===== src/rtl/mux_rr_scheduler.sv =====
// Round-robin owner scheduler for a shared 8:1 single-bit mux. Grants are registered, bounded
// by HOLD_MAX under contention, and always separated by one idle gap cycle.
module mux_rr_scheduler #(
  parameter int unsigned HOLD_MAX = 4,
  parameter int unsigned CNT_W    = $clog2(HOLD_MAX) + 1
) (
  input  logic       clk,
  input  logic       rst_n,
  input  logic [7:0] req,
  output logic [7:0] grant,
  output logic       s0,
  output logic       s1,
  output logic       s2,
  output logic       sel_valid,
  output logic       busy
);

  typedef enum logic [0:0] {StIdle, StGrant} state_e;

  state_e             state_q;
  logic [CNT_W-1:0]   cnt_q;
  logic [2:0]         last_q;
  logic [2:0]         sel_q;
  logic [7:0]         grant_q;
  logic               sel_valid_q;
  logic               busy_q;

  logic [2:0]         win;
  logic [2:0]         idx;
  logic               found;
  logic               owner_req;
  logic               other_req;
  logic               at_max;

  // Circular priority scan starting just after the last granted index.
  always_comb begin
    win   = '0;
    idx   = '0;
    found = 1'b0;
    for (int k = 1; k <= 8; k++) begin
      idx = last_q + k[2:0];
      if (!found && req[idx]) begin
        win   = idx;
        found = 1'b1;
      end
    end
  end

  assign owner_req = |(req & grant_q);
  assign other_req = |(req & ~grant_q);
  assign at_max    = (cnt_q == CNT_W'(HOLD_MAX - 1));

  always_ff @(posedge clk or negedge rst_n) begin
    if (!rst_n) begin
      state_q     <= StIdle;
      cnt_q       <= '0;
      last_q      <= 3'd7;
      sel_q       <= 3'd0;
      grant_q     <= 8'h00;
      sel_valid_q <= 1'b0;
      busy_q      <= 1'b0;
    end else begin
      unique case (state_q)
        StIdle: begin
          if (|req) begin
            state_q     <= StGrant;
            grant_q     <= 8'd1 << win;
            sel_q       <= win;
            sel_valid_q <= 1'b1;
            busy_q      <= 1'b1;
            cnt_q       <= '0;
            last_q      <= win;
          end
        end
        StGrant: begin
          if (!owner_req || (at_max && other_req)) begin
            // Selects are left untouched so the mux input never changes while leaving.
            state_q     <= StIdle;
            grant_q     <= 8'h00;
            sel_valid_q <= 1'b0;
            busy_q      <= 1'b0;
            cnt_q       <= '0;
          end else if (!at_max) begin
            cnt_q <= cnt_q + CNT_W'(1);
          end
        end
      endcase
    end
  end

  assign grant     = grant_q;
  assign s0        = sel_q[0];
  assign s1        = sel_q[1];
  assign s2        = sel_q[2];
  assign sel_valid = sel_valid_q;
  assign busy      = busy_q;

endmodule


===== config.mk =====
export PLATFORM = sky130hd
export DESIGN_NAME = mux_rr_scheduler
export DESIGN_NICKNAME = d
export VERILOG_FILES = /design/src/rtl/mux_rr_scheduler.sv
export SDC_FILE = /design/constraint.sdc
export NUM_CORES = 1
export LEC_CHECK = 0
export ABC_AREA = 0
export CAP_MARGIN = 5
export CORE_AREA = 2 2 77 79
export DETAILED_ROUTE_END_ITERATION = 10
export DIE_AREA = 0 0 79 81
export DONT_BUFFER_PORTS = 1
export GPL_ROUTABILITY_DRIVEN = 0
export PLACE_DENSITY_LB_ADDON = 0.15
export SYNTH_ARGS = -nofsm -noshare
export SYNTH_HDL_FRONTEND = slang
export SYNTH_SLANG_ARGS = --single-unit

===== constraint.sdc =====
create_clock -name clk -period 4 [get_ports clk]
set_input_delay 1 -clock clk [delete_from_list [all_inputs] [get_ports clk]]
set_output_delay 1 -clock clk [all_outputs]
set_load 0.01 [all_outputs]

==> results of run 1 <==
metrics by stage:
step	area, µm²	cells
after floorplan	1910	206
after global placement	1960	270
after detailed placement	1960	270
after CTS	2010	274
after global routing	2010	274
final	2010	274
path summary, 6_finish.rpt:
| check | start | endpoint | slack (ns) |
|---|---|---|---|
| setup / recovery | last_q[0] | grant[0] | 0.60 |
| hold / removal | rst_n | grant[3] | 0.43 |
| setup reg to reg | last_q[0] | grant[0] | 0.60 |
| hold reg to reg | last_q[1] | last_q[1] | 0.50 |
| max in group asynchronous | rst_n | last_q[0] | 3.40 |
| min in group clk | last_q[1] | last_q[1] | 0.50 |
routing by layer:
metal	track usage	vias up
met5	0	-
met4	0.0448	0
met3	0.0333	6
met2	0.283	55
met1	0.251	861
li1	-	777
cell usage after synthesis (all sizes together) (4+ instances only):
library cell and instances:
nor3 6, o2111ai 5, dfrtp 16, clkbuf 8
o22ai 4, a22oi 7, inv 15, buf 7
a21o 4, nand2 23, nor2 15, a21oi 10
mux2 8, ha 4, mux2i 7, mux4 10
nand3 4, o21ai 7, a22o 4
critical path, delay by kind of cell, from the launching register on:
family / cells / cell delay, ns
AOI/OAI and AO/OA: 5 / 1.06
muxes: 1 / 0.29
and+or+nand+nor: 1 / 0.46
DFF: 1 / 0.61
adders and majority gates: 1 / 0.31
xor gates and xnor gates: 1 / 0.30
buffers and inverters: 1 / 0.26
flip-flops by register name, summed over array words and instances (netlist names):
signal and flops:
grant 8, cnt_q 3, last_q 3, sel_q 3, busy 1, state_q 1
cell families (layout without fill, tap and decap cells):
group / after synthesis / count (layout)
adders and majority gates: 4 / 4
buffers and inverters: 30 / 23
and+or+nand+nor: 58 / 58
DFF: 19 / 19
xor gates and xnor gates: 5 / 5
muxes: 25 / 25
AOI/OAI and AO/OA: 65 / 65
cells in the final DEF, fill, tap and decap left out, types with 3 or more instances in the layout:
cell type,Yosys,routed
nand2_1,23,23
inv_1,14,14
o21ai_1,4,4
nor2_1,15,15
clkbuf_8,0,3
dfrtp_1,16,16
a22o_1,4,4
a32o_1,3,3
dfstp_2,3,3
a22oi_1,6,6
xnor2_1,3,3
nand4_1,3,3
mux4_2,8,8
nand3_1,4,4
o2111ai_1,5,5
mux2_2,8,8
a21o_1,4,4
o22ai_1,4,4
a21oi_1,10,10
o21ai_0,3,3
mux2i_1,7,7
buf_4,2,4
nor3_1,5,5
ha_1,4,4
layout make-up:
class                           count  area, µm²  share of cell area
Clock buffer                        4       45.0              0.0224
Inverter                           15       56.3              0.0281
Multi-Input combinational cell    157       1300               0.649
Sequential cell                    19        479               0.239
Timing Repair Buffer                4       30.0              0.0150
Tap cell                           75       93.8              0.0468
==> results.md, run 1 <==
- Tcrit/Tclk final: 0.849
- Type of origin of the critical path: register
- Vias/cell: 6.20
- Die H: slightly above 80 µm
- Ranking of synthesized cells by area: dfrtp_1, mux4_2, mux2_2
- Initial Util: 0.337
- Total Wirelength: between 5000 and 6000 µm
- Slowest-stage cell, CP: dfstp_2
- Row count: 28
- EDFF count, synth: 0
- Vias: approximately 1700
- Max transition margin: 0.491
- Post-Synth Adder-Cell Area: 0.0261
- Final Critical Period: 3.40 ns
- DR WL/cell: about 20 µm
- Core Region: about 5700 µm²
- CTS tree: built
- DRC Markers: 0
- Post-CTS setup buffer count: 0
- Prevailing post-synth register cell: dfrtp_1
- Worst Reg-to-Reg Cells: 10
- Post-Synth XOR/XNOR Area: 0.0268
- Grt total ovfl: 0
- Die X: 79 µm
- Synth Area in Compound Gates: 0.276
- Layout area overhead: 4.84%
- Yosys top cell area share: 0.209
- Fillers: 611
- Syn nets: 220
- Finished Core Util: 0.354
- DRT met1 WL: roughly 2400 µm
- Element type at the critical path end: register
- First-pass GRT wire length: ~9000 µm
- Post-Synth Simple-Gate Area: 0.146
- Number of diodes: 0
- Worst EP arrival: roughly 3.5 ns
- Kind of critical path: reg2reg
- Final setup viols: 0
- Largest family of logic cells by synthesized area: compound AO/OA/AOI/OAI gates
- Max Transition Viols Final: 0
- Hold buffer count at CTS: 0
- Clock root cell: clkbuf_8
- Mux share of post-synthesis cell area: 0.205
- Largest net degree at the start of global routing: 20
- Critical-path cell list: buf_4 > ha_1 > xnor2_1 > mux2i_1 > a221oi_1 > or3_4 > o311ai_4 > a22oi_2 > a31o_4 > a32o_1
- Ports: 23
- Yosys reg bits: 19
- TritonCTS Buffers: 3
- Largest fanout on the critical path: 14
- DP Worst Slack: around 0.64 ns
- Die ar.: roughly 6400 µm²
- Uppermost layer routed: met4
- Asr flop ratio synth: 1.00
- Worst-Skew Late Latency: 0.25 ns
- GR Util All Layers: 0.178
- Initial antenna violation count: 0
- Synth Warn #: 0
- Vias in the first global route: about 1700
- Least-Margin Pin Slew: 0.763 ns
- 1st-pass router iterations: 4
- Count of maximum capacitance violations: 0
- Max Fclk: approximately 290 MHz
- Avg Inst Size Synth: between 9 and 10 µm²
- CTS resizes: 0
- Sequential cell area fraction in the yosys report: 0.250
- Synth cell types: 54
- Hold WC Path Type: in2async
- Post-route setup slack: roughly 0.60 ns
- Leading area contributor after synthesis: dfrtp_1
- Layout cells sized above 1: 0.196
- Longest individual stage delay on the worst path: a little over 0.6 ns
- Hold WS: 0.434 ns
- CTS sink count: 19
- Detail Route Antenna Nets: 0
- Status: complete, no violations
- Post-Synthesis Cell Area: approximately 1900 µm²
- Post-Syn Instances: around 210
- # port buffers: 0
- Clk_skew: 0.00185 ns
- Met3 WL: roughly 340 µm
- Unrepaired setup endpoints after global routing: false
- DRT iter0 DRCs: 240
- H-tree Lvls: 1
- DR WL met2: approximately 2600 µm
- Setup TNS: 0 ns
- CTS max path bufs: 2
- Final nets: 214
- WP data required: 4.14 ns
- Worst-path clk slew: approximately 0.070 ns
- Hold Violations, Final: 0
- Dpl hpwl: between 4000 and 5000 µm
Power of run 1 is not shown: default switching activity piles up to over one toggle a cycle in this logic, so the estimate is an artifact.
==> inputs of run 2 (changes only) <==
clock period = 3 ns   (was 4 ns; I/O delays follow)
==> results.md, run 2 (same netlist as run 1, synthesis figures left out) <==
- Total Wirelength: between 5000 and 6000 µm
- Post-route setup slack: around 0.026 ns
- R2R Path End: grant[0]
- Vias in the first global route: 1769
- Clk_skew: between 0.001 and 0.0015 ns
- Non-Filler Instances: around 300
- Commonest non-fill, non-tap cell in the layout: buf_4
- Setup TNS: 0 ns
- Worst-path clk slew: about 0.07 ns
- GR Util All Layers: 0.183
- H-tree Lvls: 1
- Slowest-stage cell, CP: dfstp_2
- Worst Reg-to-Reg Cells: 9
- Vias: 1819
- Count of maximum capacitance violations: 0
- Largest net degree at the start of global routing: 20
- CP delay by family, top: compound AO/OA/AOI/OAI gates
- CTS sink count: 19
- First-pass GRT wire length: ~9000 µm
- Final nets: around 240
- Die X: 79 µm
- Hold buffer count at CTS: 0
- Dpl hpwl: around 4400 µm
- 1st-pass router iterations: 4
- DR WL/cell: 19.2 µm
- Status: complete, no violations
- Ports: 23
- Tcrit/Tclk final: 0.991
- Core Region: 5680 µm²
- Grt total ovfl: 0
- Least-Margin Pin Slew: 0.752 ns
- Max reg flops: 8
- Element type at the critical path end: register
- Layout cells sized above 1: 0.341
- Fillers: 573
- Detail Route Antenna Nets: 0
- Post-DP Area: 2170 µm²
- Worst EP arrival: 3.12 ns
- Largest fanout on the critical path: 6
- Cell area after layout: roughly 2300 µm²
- Row count: 28
- Initial Util: 0.337
- CTS tree: built
- Worst-Skew Late Latency: about 0.25 ns
- Number of diodes: 0
- TritonCTS Buffers: 3
- Layout area overhead: 21.6%
- Vias/cell: roughly 6
- DRC Markers: 0
- Final setup viols: 0
- WP data required: 3.15 ns
- Most frequent cells in the layout: buf_4, nand2_1, dfrtp_1, nor2_1, inv_1
- DP Worst Slack: -0.0205 ns
- Max Fclk: 336 MHz
- Kind of critical path: reg2reg
- Clock root cell: clkbuf_8
- Initial antenna violation count: 0
- Critical-path cell list: buf_12 > mux4_2 > nor2b_4 > a21o_1 > or3_4 > o311ai_4 > a22oi_2 > a31o_4 > a32o_1
- Hold WC Path Type: in2async
- DRT iter0 DRCs: between 100 and 150
- WP buf/inv: 1
- CTS max path bufs: 2
- Unrepaired setup endpoints after global routing: true
- # port buffers: 0
- Placed insts: 291
- Reg2reg setup slack: roughly 0.026 ns
- Crit Reg-Reg Startpoint: last_q[0]
- Die H: roughly 80 µm
- Max Transition Viols Final: 0
- Type of origin of the critical path: register
- Die ar.: 6400 µm²
- Hold Violations, Final: 0
- Longest individual stage delay on the worst path: ~0.6 ns
- Final Critical Period: roughly 3.0 ns
- Max transition margin: 0.499
run 2: cell types whose count changed in the layout (fill, tap and decap cells not counted), moves of 2 or more:
cell     delta
buf_4      +25
mux2_4      +2
nor3_2      +2
mux2i_1     -2
ha_1        -2
ha_4        +2
nor3_1      -2
mux2_2      -2
run 2: worst max path at each step:
| stage | cells past startpoint | endpoint | slack [ns] | start |
|---|---|---|---|---|
| 3_3_place_gp | 8 | grant[0] | 0.05 | last_q[0] |
| 6_report | 9 | grant[0] | 0.03 | last_q[0] |
| 5_1_grt | 10 | grant[0] | -0.06 | last_q[1] |
| 4_1_cts | 9 | grant[0] | 0.02 | last_q[0] |
| 2_1_floorplan | 12 | grant[0] | -0.07 | last_q[1] |
| 3_5_place_dp | 10 | grant[0] | -0.02 | last_q[0] |
run 2: cell type report:
cell class                      count  area [µm²]  share of cell area
Multi-Input combinational cell    157        1380               0.594
Sequential cell                    19         479               0.206
Timing Repair Buffer               31         263               0.113
Tap cell                           75        93.8              0.0403
Inverter                           15        63.8              0.0274
Clock buffer                        4        45.0              0.0194
run 2: per-stage QoR:
step | hold slack [ns] | utilization
2_1_floorplan | 0.454 | -
3_3_place_gp | 0.455 | 0.382
3_5_place_dp | 0.455 | 0.382
4_1_cts | 0.180 | 0.390
5_1_grt | 0.173 | 0.410
6_report | 0.185 | 0.410
run 2: timing repair:
action,CTS,global route
gates resized for setup,2,9
cloned,0,1
pin swaps,1,2
endpoints found under the hold margin,0,0
buffers inserted,0,5
endpoints found under the setup margin,1,12
run 2: per-layer routing:
| metal | global-route usage | part of all wire | wire length [µm] |
|---|---|---|---|
| met4 | 0.0397 | 0.0095 | 55 |
| met5 | 0 | 0 | 0 |
| met2 | 0.307 | 0.48 | 2760 |
| met3 | 0.0211 | 0.068 | 390 |
| met1 | 0.255 | 0.44 | 2560 |
Power of run 2 is left out for the same reason.
==> inputs of run 3 (changes only) <==
CTS_CLUSTER_DIAMETER = 200   (was unset)
==> results of run 3 <==
The final DEF is identical to that of run 2; final timing and power are the same.
Power of run 3 is left out for the same reason.
